`src/rtl/diff_tx_arbiter.sv`:
```
// diff_tx_arbiter
// Shares one tristate differential output buffer (OBUFTDS) between two
// requesters. Each accepted byte is sent as one frame: PRE_CYCLES of
// driven idle (1), eight data bits LSB first (BIT_CYCLES each), one stop
// bit (1, BIT_CYCLES), then GAP_CYCLES of tristated turnaround.
//
// Ports
//   clk        rising-edge clock
//   rst        asynchronous active-high reset
//   en         permits new frames to be granted (never aborts a frame)
//   req_valid  per-requester byte valid
//   req_data0  requester 0 byte
//   req_data1  requester 1 byte
//   req_ready  per-requester accept (combinational, at most one bit set)
//   obuf_i     OBUFTDS I (registered)
//   obuf_t     OBUFTDS T, 1 = tristate (registered)
//   busy       frame in progress (registered)
//   done       one-cycle pulse on frame completion (registered)
//   done_id    requester of the completed frame (registered)
//
// state | meaning
// IDLE  | line tristated, waiting for a granted request
// PRE   | driven idle high before the first data bit
// DATA  | eight data bits, LSB first
// STOP  | stop bit, driven high
// GAP   | tristated turnaround, then done pulse on return to IDLE

module diff_tx_arbiter #(
  parameter int BIT_CYCLES = 4,
  parameter int PRE_CYCLES = 2,
  parameter int GAP_CYCLES = 2
) (
  input  logic       clk,
  input  logic       rst,
  input  logic       en,
  input  logic [1:0] req_valid,
  input  logic [7:0] req_data0,
  input  logic [7:0] req_data1,
  output logic [1:0] req_ready,
  output logic       obuf_i,
  output logic       obuf_t,
  output logic       busy,
  output logic       done,
  output logic       done_id
);

  typedef enum logic [2:0] {
    S_IDLE = 3'd0,
    S_PRE  = 3'd1,
    S_DATA = 3'd2,
    S_STOP = 3'd3,
    S_GAP  = 3'd4
  } state_t;

  // Down-counter reload values: a phase lasting N cycles loads N-1.
  localparam logic [7:0] PRE_LD = 8'(PRE_CYCLES - 1);
  localparam logic [7:0] BIT_LD = 8'(BIT_CYCLES - 1);
  localparam logic [7:0] GAP_LD = 8'(GAP_CYCLES - 1);

  state_t     state_q, state_d;
  logic [7:0] cnt_q, cnt_d;
  logic [2:0] bit_q, bit_d;
  logic [7:0] data_q, data_d;
  logic       id_q, id_d;
  logic       last_q, last_d;
  logic       obuf_i_q, obuf_i_d;
  logic       obuf_t_q, obuf_t_d;
  logic       busy_q, busy_d;
  logic       done_q, done_d;
  logic       done_id_q, done_id_d;

  logic       grant;
  logic       hs;

  // Requester 1 wins when it is the only one valid, or when both are valid
  // and requester 0 was served last.
  always_comb begin
    grant = req_valid[1] & (~req_valid[0] | ~last_q);
    req_ready = 2'b00;
    if (!rst && state_q == S_IDLE && en)
      req_ready = req_valid & (grant ? 2'b10 : 2'b01);
    hs = |req_ready;
  end

  always_comb begin
    state_d = state_q;
    cnt_d   = cnt_q;
    bit_d   = bit_q;
    data_d  = data_q;
    id_d    = id_q;
    last_d  = last_q;
    unique case (state_q)
      S_IDLE: begin
        if (hs) begin
          data_d  = grant ? req_data1 : req_data0;
          id_d    = grant;
          last_d  = grant;
          state_d = S_PRE;
          cnt_d   = PRE_LD;
          bit_d   = 3'd0;
        end
      end
      S_PRE: begin
        if (cnt_q == 8'd0) begin
          state_d = S_DATA;
          cnt_d   = BIT_LD;
        end else begin
          cnt_d = cnt_q - 8'd1;
        end
      end
      S_DATA: begin
        if (cnt_q == 8'd0) begin
          cnt_d = BIT_LD;
          if (bit_q == 3'd7) begin
            state_d = S_STOP;
            bit_d   = 3'd0;
          end else begin
            bit_d = bit_q + 3'd1;
          end
        end else begin
          cnt_d = cnt_q - 8'd1;
        end
      end
      S_STOP: begin
        if (cnt_q == 8'd0) begin
          state_d = S_GAP;
          cnt_d   = GAP_LD;
        end else begin
          cnt_d = cnt_q - 8'd1;
        end
      end
      S_GAP: begin
        if (cnt_q == 8'd0) begin
          state_d = S_IDLE;
          cnt_d   = 8'd0;
        end else begin
          cnt_d = cnt_q - 8'd1;
        end
      end
      default: begin
        state_d = S_IDLE;
        cnt_d   = 8'd0;
        bit_d   = 3'd0;
      end
    endcase

    // Outputs are decoded from the next state so the pins move on the same
    // edge the FSM does (first edge after handshake).
    obuf_t_d  = (state_d == S_IDLE) || (state_d == S_GAP);
    obuf_i_d  = (state_d == S_DATA) ? data_q[bit_d] : 1'b1;
    busy_d    = (state_d != S_IDLE);
    done_d    = (state_q == S_GAP) && (state_d == S_IDLE);
    done_id_d = done_d ? id_q : done_id_q;
  end

  always_ff @(posedge clk or posedge rst) begin
    if (rst) begin
      state_q   <= S_IDLE;
      cnt_q     <= 8'd0;
      bit_q     <= 3'd0;
      data_q    <= 8'd0;
      id_q      <= 1'b0;
      last_q    <= 1'b1;
      obuf_i_q  <= 1'b1;
      obuf_t_q  <= 1'b1;
      busy_q    <= 1'b0;
      done_q    <= 1'b0;
      done_id_q <= 1'b0;
    end else begin
      state_q   <= state_d;
      cnt_q     <= cnt_d;
      bit_q     <= bit_d;
      data_q    <= data_d;
      id_q      <= id_d;
      last_q    <= last_d;
      obuf_i_q  <= obuf_i_d;
      obuf_t_q  <= obuf_t_d;
      busy_q    <= busy_d;
      done_q    <= done_d;
      done_id_q <= done_id_d;
    end
  end

  assign obuf_i  = obuf_i_q;
  assign obuf_t  = obuf_t_q;
  assign busy    = busy_q;
  assign done    = done_q;
  assign done_id = done_id_q;

endmodule

```
`config.mk`:
```
export PLATFORM = sky130hd
export DESIGN_NAME = diff_tx_arbiter
export DESIGN_NICKNAME = d
export VERILOG_FILES = /design/src/rtl/diff_tx_arbiter.sv
export SDC_FILE = /design/constraint.sdc
export NUM_CORES = 1
export LEC_CHECK = 0
export ABC_AREA = 1
export ABC_CLOCK_PERIOD_IN_PS = 2200
export CORE_UTILIZATION = 35
export DETAILED_ROUTE_END_ITERATION = 16
export GPL_TIMING_DRIVEN = 0
export PLACE_DENSITY = 0.65
export SLEW_MARGIN = 20
export SYNTH_ARGS = -nofsm -noshare
export SYNTH_HDL_FRONTEND = slang
export SYNTH_SLANG_ARGS = --single-unit
export TNS_END_PERCENT = 50
```
`constraint.sdc`:
```
create_clock -name clk -period 2.2 [get_ports clk]
set_input_delay 0.33 -clock clk [delete_from_list [all_inputs] [get_ports clk]]
set_output_delay 0.33 -clock clk [all_outputs]
set_load 0.05 [all_outputs]
```
==> impl_results.md, run 1 <==
* Maximum clock path buffer count at 2
* Startpoint types: input pin
* CTS Hold Bufs at 0
* Sequential share of the synthesized area at 43.2%
* CP endpoint: req_ready[0]
* Power Internal at 1.46 mW
* Worst Hold Class: input pin to asynchronous set/reset pin
* Placed inst area at 0.00202 mm²
* Post-synth top cells: nand2_1 (51), inv_1 (30), dfrtp_1 (26)
* Endpoints failing hold at 0
* PortBufs at 27
* Die ar. at 0.00510 mm²
* Synth Warn # at 0
* Critical path data required time at 1.87 ns
* Antenna Nets Post-Route at 0
* Largest net degree at the start of global routing at 31
* Setup bufs post-CTS at 0
* CTS tree: done
* Final core occ at 47.0%
* Register-to-register setup slack at 0.27 ns
* CP arrival at 1.70 ns
* Total Routing Usage GR at 13.8%
* Clock power share at 17.6%
* DR vias/cell at 4.79
* Critical path endpoint category: output pin
* PD cells at 1220 mW/mm²
* Net Sw Frac at 43.3%
* Share of cells above drive strength 1 at 15.8%
* Syn_nets at 236
* Mux contribution to synthesized area at 0%
* First-pass GRT wire length at 5490 µm
* Most frequent cell after synthesis: nand2_1
* Synthesized instance count at 212
* Post-Route WL at 3130 µm
* DIE HEIGHT at 71.4 µm
* Flop pwr share at 34.4%
* Comb power frac at 48.0%
* MaxCap Viol Count at 0
* Pwr Total at 2.58 mW
* Fin crit period at 2.03 ns
* Initial core utilization at 37.4%
* Outcome: completed
* RSZ-0062 raised after global routing: false
* Drt first pass iters at 6
* Post-Synth Adder-Cell Area at 2.23%
* Setup violators final at 0
* Max-slew violation count at 0
* Area of the core at 0.00450 mm²
* Placed insts at 291
* Period utilization at 92.3%
* Layout Area Growth over Synthesis at 25.6%
* Hold slack at 0.388 ns
* Total gr overflow at 0
* Synth Area in XOR/XNOR at 0%
* Peak Freq at 493 MHz
* Vias at 1,433
* Setup ws final at 0.170 ns
* # diodes at 0
* Placement Rows at 24
* Setup crit start: rst
* VDD IR max at 0.505 mV
* Gpl congestion at 0.866
* Skew final at 0.00809 ns
* Crit-path max FO at 30
* Post-DP HPWL at 2450 µm
* Htree depth at 2
* Post-Layout Cell Count at 299
* Worst-margin pin slew at 0.491 ns
* Async SR Flop Fraction at 100%
* Largest family of logic cells by synthesized area: simple AND/OR/NAND/NOR gates
* Clock transition at path regs at 0.07 ns
* I/O pins at 28
* R2r startpoint: cnt_q[0]
* DRC at 0
* Sw Pwr at 1.12 mW
* Pleak at 1.01 nW
* Synth Area in Simple Gates at 35.8%
* Dpl ws at -0.741 ns
* Die width at 71.4 µm
* Initial antenna violation count at 0
* Vias in the first global route at 1,258
* #FFs+latches synth at 29
* Setup TNS at 0 ns
* Post_cts resized at 13
* CP Class: input pin to output pin
* Prevailing post-synth register cell: dfrtp_1
* Clock buffer count from CTS at 5
* R2R depth at 12
* Area fraction in compound gates after synthesis at 10.5%
* Largest cells by area after synthesis: dfrtp_1 (39%), nand2_1 (11%), inv_1 (6.7%)
* CTS root buffer: clkbuf_8
* # nets final at 270
* Share of the synthesized area in the top cell type at 38.6%
* Post-synth EDFFs at 0
* Synth cell types at 32
* Clk sink count at 29
* Cell Area, Synth at 0.00169 mm²
* Post-route cell area at 0.00212 mm²
* Worst reg2reg path endpoint: obuf_i
* Clk_lat worst skew at 0.28 ns
* Mean Syn Cell Area at 7.96 µm²
* DR WL/cell at 10.5 µm
* Initial DRC count at 40
* Area leader, netlist: dfrtp_1
* Slew headroom at 67.2%
-- critical path, cell delays in order --
cell and delay [ns]:
clkdlybuf4s50_1 0.50, clkinv_8 0.18, nand2_1 0.11, nor2_4 0.15, nand3_1 0.08, inv_1 0.08
buf_2 0.26
-- sequential cells by signal, indices dropped and copies added (netlist names) --
| name | count |
|---|---|
| last_q | 1 |
| done_id | 1 |
| bit_q | 3 |
| state_q | 3 |
| data_q | 8 |
| obuf_t | 1 |
| obuf_i | 1 |
| busy | 1 |
| id_q | 1 |
| cnt_q | 8 |
| done | 1 |
-- cells by family after synthesis --
group | Yosys count
buffers and inverters | 33
adder cells (fa/ha/maj) | 3
AND/OR/NAND/NOR | 119
AO/OA/AOI/OAI | 28
flip-flops | 29
-- power by group through the flow --
stage | Combinational [mW] | Sequential [mW] | Clock (mW)
finish | 1.24 | 0.887 | 0.455
global placement | 1.24 | 0.894 | 0
CTS | 1.25 | 0.887 | 0.468
global route | 1.41 | 0.911 | 0.495
detailed placement | 1.24 | 0.897 | 0
floorplan | 0.867 | 0.983 | 0
-- layout make-up --
type	count	area, µm²
repair buffers	27	260
flip-flops and latches	29	729
fillers	430	2390
multi-input cells	150	820
clock inverters	1	7.51
well taps	52	65.1
clock buffers	7	86.3
plain buffers	2	16.3
inverters	31	134
-- layer usage --
layer	GRT usage, %	share of wire, %	wire, µm
met5	0	0	0
met4	5.33	0.99	31
met3	3.38	4.8	149
met2	21.9	46	1430
met1	18.2	48	1510
-- worst min-delay path by stage --
| stage | from | end | slack, ns | depth (start not counted) |
|---|---|---|---|---|
| after floorplan | rst | bit_q[0] | 0.41 | 1 |
| after global placement | last_q | last_q | 0.46 | 2 |
| after detailed placement | last_q | last_q | 0.46 | 2 |
| after CTS | rst | cnt_q[0] | 0.40 | 2 |
| after global routing | rst | data_q[2] | 0.40 | 2 |
| final | rst | cnt_q[0] | 0.39 | 2 |
-- cells in the final DEF, fill, tap and decap left out, types with 6 or more instances in the layout --
| cell type | synthesis | routed |
|---|---|---|
| a21oi_1 | 6 | 6 |
| a31oi_1 | 8 | 8 |
| clkdlybuf4s50_1 | 0 | 25 |
| nor2_1 | 23 | 23 |
| inv_1 | 30 | 29 |
| nand3_2 | 7 | 7 |
| o21ai_0 | 7 | 7 |
| dfrtp_1 | 26 | 26 |
| nand2_1 | 51 | 51 |
| clkbuf_8 | 0 | 6 |
| nand3_1 | 19 | 19 |
Power figures use the tool's default switching activity.
==> inputs of run 2 (changes only) <==
--- a/config.mk
+++ b/config.mk
@@ -5,12 +5,11 @@
 export SDC_FILE = /design/constraint.sdc
 export NUM_CORES = 1
 export LEC_CHECK = 0
-export ABC_AREA = 1
 export ABC_CLOCK_PERIOD_IN_PS = 2200
+export CORE_MARGIN = 2
 export CORE_UTILIZATION = 35
 export DETAILED_ROUTE_END_ITERATION = 16
 export GPL_TIMING_DRIVEN = 0
-export PLACE_DENSITY = 0.65
 export SLEW_MARGIN = 20
 export SYNTH_ARGS = -nofsm -noshare
 export SYNTH_HDL_FRONTEND = slang
==> run 2 against run 1 <==
Against the previous run: the run now ends with negative setup slack left; clock power is 7.7% higher; final cell count is 11% lower; sequential cell count stayed put; clock skew is 0.0016 ns lower; first-iteration DRC count is 110% higher; die area is 2.3% higher; register-to-register slack worse by 0.33 ns; critical endpoint is now obuf_i; largest power group unchanged.
==> impl_results.md, run 2 <==
* Clk_lat worst skew at 0.29 ns
* DRC at 0
* Area of the multi-input gates at 923 µm²
* Most frequent cells in the layout: nor2_1 (25), dfrtp_1 (25), clkdlybuf4s50_1 (25), nand2_1 (16), a21oi_1 (12)
* Antenna Nets Post-Route at 0
* Failing checks: negative setup slack
* DIE HEIGHT at 72.3 µm
* Post-Route WL at 3650 µm
* Outcome: finished, violations left
* Htree depth at 2
* Largest cells by area after synthesis: dfrtp_1 (40%), mux2i_1 (6.8%), nor2_1 (5.8%)
* Gpl congestion at 0.855
* Synthesized instance count at 170
* DR vias/cell at 5.37
* Dpl ws at -0.721 ns
* Clk sink count at 29
* Area of the core at 0.00441 mm²
* CP arrival at 2.46 ns
* Placement Rows at 24
* I/O pins at 28
* Largest registers: cnt_q x8, data_q x8
* Clock transition at path regs at 0.06 ns
* Clock power share at 17.2%
* Async SR Flop Fraction at 100%
* Die ar. at 0.00522 mm²
* CP Class: register to register
* Layout Area Growth over Synthesis at 34.5%
* Clock buffer count from CTS at 5
* Power Internal at 1.67 mW
* Critical path endpoint category: register
* Setup ws final at -0.0567 ns
* CTS root buffer: clkbuf_8
* Startpoint types: register
* Total gr overflow at 0
* VDD IR max at 0.469 mV
* Peak Freq at 443 MHz
* Hold slack at 0.498 ns
* Largest net degree at the start of global routing at 30
* Vias at 1,422
* PD cells at 1300 mW/mm²
* Endpoints failing hold at 0
* Mean Syn Cell Area at 9.59 µm²
* Post-synth EDFFs at 0
* Prevailing post-synth register cell: dfrtp_1
* Sequential share of the synthesized area at 44.7%
* Top Layer Used: met4
* Slew headroom at 55.7%
* Setup TNS at -0.0567 ns
* RSZ-0062 raised after global routing: true
* Most frequent cell after synthesis: dfrtp_1
* Fillers at 421
* Area leader, netlist: dfrtp_1
* Vias in the first global route at 1,384
* CTS tree: done
* DR WL met3 at 166 µm
* Period utilization at 103%
* Placed insts at 249
* Share of cells above drive strength 1 at 20.7%
* Total Routing Usage GR at 15.3%
* Register area at 731 µm²
* Drt first pass iters at 4
* Fin crit period at 2.26 ns
* Post-Layout Cell Count at 265
* # nets final at 236
* #FFs+latches synth at 29
* Flop pwr share at 33.1%
* Max-slew violation count at 0
* First-pass GRT wire length at 6100 µm
* MaxCap Viol Count at 0
* DR WL/cell at 13.8 µm
* # diodes at 0
* Net Sw Frac at 41.3%
* Syn_nets at 194
* PortBufs at 27
* Synth Warn # at 0
* Met1 WL at 1650 µm
* Worst-margin pin slew at 0.661 ns
* Initial core utilization at 36.9%
* Pwr Total at 2.84 mW
* Critical path data required time at 2.40 ns
* Synth cell types at 48
* Die width at 72.3 µm
* Initial antenna violation count at 0
* CTS Hold Bufs at 0
* Comb power frac at 49.7%
* Sw Pwr at 1.17 mW
* WL met2 at 1730 µm
* Share of the synthesized area in the top cell type at 39.9%
* Crit-path max FO at 3
* Setup violators final at 1
* Maximum clock path buffer count at 2
* Skew final at 0.00649 ns
* Worst Hold Class: register to register
* Initial DRC count at 84
* Post-synth top cells: dfrtp_1 (26), nor2_1 (25), nand2_1 (16)
* Cell Area, Synth at 0.00163 mm²
* Pleak at 0.933 nW
* Post-DP HPWL at 2630 µm
-- run 2: cell types whose count changed in the layout (fill, tap and decap cells not counted), moves of 6 or more --
cell,delta
a21oi_1,+6
nand2_1,-35
mux2i_1,+11
inv_1,-25
nand3_1,-15
nand3_2,-6
o22ai_1,+6
a31oi_1,-8
buf_4,+10
-- run 2: cells by family after synthesis --
group / share of synthesized area (%)
DFF: 44.7
AOI/OAI and AO/OA: 15.4
xor gates and xnor gates: 3.76
buffers and inverters: 2.69
and+or+nand+nor: 22.7
adders and majority gates: 2.30
muxes: 8.37
-- run 2: worst paths after layout --
| check | slack (ns) | depth (start not counted) | startpoint | endpoint |
|---|---|---|---|---|
| worst max-delay path | -0.06 | 6 | cnt_q[4] | obuf_i |
| worst min-delay path | 0.50 | 2 | last_q | last_q |
| worst max register to register | -0.06 | 6 | cnt_q[4] | obuf_i |
| worst min register to register | 0.50 | 2 | last_q | last_q |
| max in group asynchronous | 1.22 | 2 | rst | cnt_q[4] |
| min in group asynchronous | 0.54 | 2 | rst | data_q[0] |
-- run 2: critical path: stages (launching register included) --
cell and delay, ns:
dfrtp_2 0.41, or4_4 0.55, nor4_4 0.31, mux2_4 0.33, a211o_1 0.27, o221ai_1 0.19
o211ai_1 0.11
-- run 2: routing by layer --
| layer | up-vias | GRT usage [%] |
|---|---|---|
| li1 | 700 | - |
| met1 | 675 | 18.8 |
| met2 | 37 | 24.5 |
| met3 | 10 | 3.75 |
| met4 | 0 | 8.60 |
| met5 | - | 0 |
-- run 2: metrics by stage --
stage	area, µm²	utilization (%)
after floorplan	1630	-
after global placement	1970	44.5
after detailed placement	1970	44.5
after CTS	2130	48.2
after global routing	2190	49.7
final	2190	49.7
-- run 2: area by class of cell --
type                       count  area share, %
multi-input combinational    130           42.1
sequential                    29           33.3
timing repair buffer          35           14.7
clock buffer                   7           4.39
tap                           52           2.97
buffer                         6           1.37
inverter                       5          0.856
clock inverter                 1          0.228
-- run 2: what timing repair did --
| item | 4_1_cts | 5_1_grt |
|---|---|---|
| pin swaps | 2 | 1 |
| resized for setup | 13 | 13 |
| buffers inserted | 6 | 2 |
| setup endpoints to repair | 11 | 12 |
-- run 2: power by group through the flow --
stage                     logic, mW  registers [mW]  clock network, mW
after global placement         1.23           0.931                  0
after detailed placement       1.26           0.940                  0
after floorplan               0.885           0.995                  0
after global routing           1.57           0.969              0.533
after CTS                      1.33           0.923              0.501
final                          1.41           0.940              0.490
==> inputs of run 3 (changes only) <==
--- a/config.mk
+++ b/config.mk
@@ -10,7 +10,7 @@
 export CORE_UTILIZATION = 35
 export DETAILED_ROUTE_END_ITERATION = 16
 export GPL_TIMING_DRIVEN = 0
-export SLEW_MARGIN = 20
+export PLACE_DENSITY = 0.6
 export SYNTH_ARGS = -nofsm -noshare
 export SYNTH_HDL_FRONTEND = slang
 export SYNTH_SLANG_ARGS = --single-unit
==> run 3 against run 2 <==
Against the previous run: the flow still finishes with violations (negative setup slack); register-to-register slack barely moved; sequential power about the same; sequential share of layout area is the same; clock power about the same; final cell count is the same; via count grew 0.49%; worst hold slack did not move; total power barely moved; fmax about the same; die area stayed put; critical path depth stayed put; sequential cell count stayed put; critical endpoint unchanged; largest cell class unchanged.
==> impl_results.md, run 3 (same netlist as run 2, synthesis figures left out) <==
* Placement Rows at 24
* Power Internal at 1.67 mW
* Flop pwr share at 33.1%
* Net Sw Frac at 41.3%
* Outcome: finished, violations left
* Skew final at 0.00649 ns
* Slew headroom at 27.5%
* Register-to-register setup slack at -0.06 ns
* Htree depth at 2
* CP arrival at 2.46 ns
* R2r startpoint: cnt_q[4]
* Share of cells above drive strength 1 at 20.2%
* Met1 WL at 1660 µm
* Area of the core at 0.00441 mm²
* DR WL/cell at 13.8 µm
* Failing checks: negative setup slack
* Antenna Nets Post-Route at 0
* Sw Pwr at 1.17 mW
* Clock buffer count from CTS at 5
* Pleak at 0.934 nW
* Initial antenna violation count at 0
* DIE HEIGHT at 72.3 µm
* Endpoints failing hold at 0
* Period utilization at 103%
* Placed inst area at 0.00197 mm²
* Dpl ws at -0.721 ns
* DR WL met3 at 170 µm
* CTS tree: done
* Worst-margin pin slew at 1.09 ns
* DR vias/cell at 5.39
* Final core occ at 49.7%
* PortBufs at 27
* Clk sink count at 29
* DRC at 0
* Initial DRC count at 87
* Total Routing Usage GR at 15.3%
* Vias at 1,429
* # diodes at 0
* Fillers at 421
* I/O pins at 28
* Post-route cell area at 0.00219 mm²
* Clk_lat worst skew at 0.29 ns
* Worst-path cell chain: or4_4 > nor4_4 > mux2_4 > a211o_1 > o221ai_1 > o211ai_1
* Die width at 72.3 µm
* PD cells at 1300 mW/mm²
* Top Layer Used: met4
* Fin crit period at 2.26 ns
* MaxCap Viol Count at 0
* Vias in the first global route at 1,384
* Initial core utilization at 36.9%
* Worst Hold Class: register to register
* Setup violators final at 1
* Drt first pass iters at 5
* RSZ-0062 raised after global routing: true
* Post-DP HPWL at 2630 µm
* WL met2 at 1720 µm
* CTS root buffer: clkbuf_8
* Die ar. at 0.00522 mm²
* Startpoint types: register
* Critical path endpoint category: register
* Worst hold path depth at 2
* Largest net degree at the start of global routing at 30
* Gpl congestion at 0.855
* Pwr Total at 2.84 mW
* Comb power frac at 49.7%
* Total gr overflow at 0
* Maximum clock path buffer count at 2
* Setup crit start: cnt_q[4]
* Critical path data required time at 2.40 ns
* CP endpoint: obuf_i
* R2R depth at 6
* Clock power share at 17.2%
* Post-Route WL at 3650 µm
* Peak Freq at 443 MHz
* Most frequent cells in the layout: nor2_1 (25), dfrtp_1 (25), clkdlybuf4s50_1 (25), nand2_1 (16), a21oi_1 (12)
* Worst reg2reg path endpoint: obuf_i
* Largest stage delay on the critical path at 0.55 ns
* CP Class: register to register
* Max-slew violation count at 0
* # nets final at 236
* Layout Area Growth over Synthesis at 34.5%
* First-pass GRT wire length at 6100 µm
* VDD IR max at 0.469 mV
* Slowest CP cell: or4_4
* Setup ws final at -0.0579 ns
* Crit-path max FO at 3
* Largest registers: cnt_q x8, data_q x8
* Clock transition at path regs at 0.06 ns
run 3: cell counts in the layout (fill, tap and decap cells not counted):
Identical to the previous run, type by type.
run 3: through the flow:
step	cells	TNS, ns	hold WS, ns
2_1_floorplan	170	-0.0601	0.406
3_3_place_gp	249	-2.06	0.480
3_5_place_dp	249	-2.52	0.494
4_1_cts	263	-0.111	0.504
5_1_grt	265	-0.128	0.522
6_report	265	-0.0579	0.498
run 3: final cells by class:
type                            count  area [µm²]  share of cell area (%)
Tap cell                           52        65.1                    2.97
Buffer                              6        30.0                    1.37
Inverter                            5        18.8                   0.856
Multi-Input combinational cell    130         923                    42.1
Clock buffer                        7        96.3                    4.39
Timing Repair Buffer               35         323                    14.7
Clock inverter                      1        5.00                   0.228
Sequential cell                    29         731                    33.3
run 3: timing repair:
action	4_1_cts	5_1_grt
buffers inserted	6	2
hold buffers	0	0
pin swaps	2	1
resized for setup	13	13
cloned	0	0
endpoints found under the setup margin	11	11
endpoints found under the hold margin	0	0
run 3: worst max-delay path, delay by kind of cell (launching register included):
| kind | cells | cell delay, ns |
|---|---|---|
| multiplexers | 1 | 0.33 |
| flip-flops | 1 | 0.41 |
| AND/OR/NAND/NOR | 2 | 0.86 |
| AO/OA/AOI/OAI | 3 | 0.57 |
run 3: how the worst min path moves through the flow:
stage                 from        to
finish              last_q    last_q
global route        last_q    last_q
CTS                 last_q    last_q
detailed placement  last_q    last_q
global placement      id_q      id_q
floorplan              rst  bit_q[0]
run 3: power by group through the flow:
stage | combinational (mW) | clock (mW) | sequential (mW)
floorplan | 0.885 | 0 | 0.995
global placement | 1.23 | 0 | 0.931
detailed placement | 1.26 | 0 | 0.940
CTS | 1.33 | 0.501 | 0.923
global route | 1.57 | 0.533 | 0.969
finish | 1.41 | 0.489 | 0.940
run 3: layer usage:
metal / up-vias / GRT usage (%)
li1: 701 / -
met1: 679 / 18.8
met2: 39 / 24.5
met3: 10 / 3.75
met4: 0 / 8.60
met5: - / 0
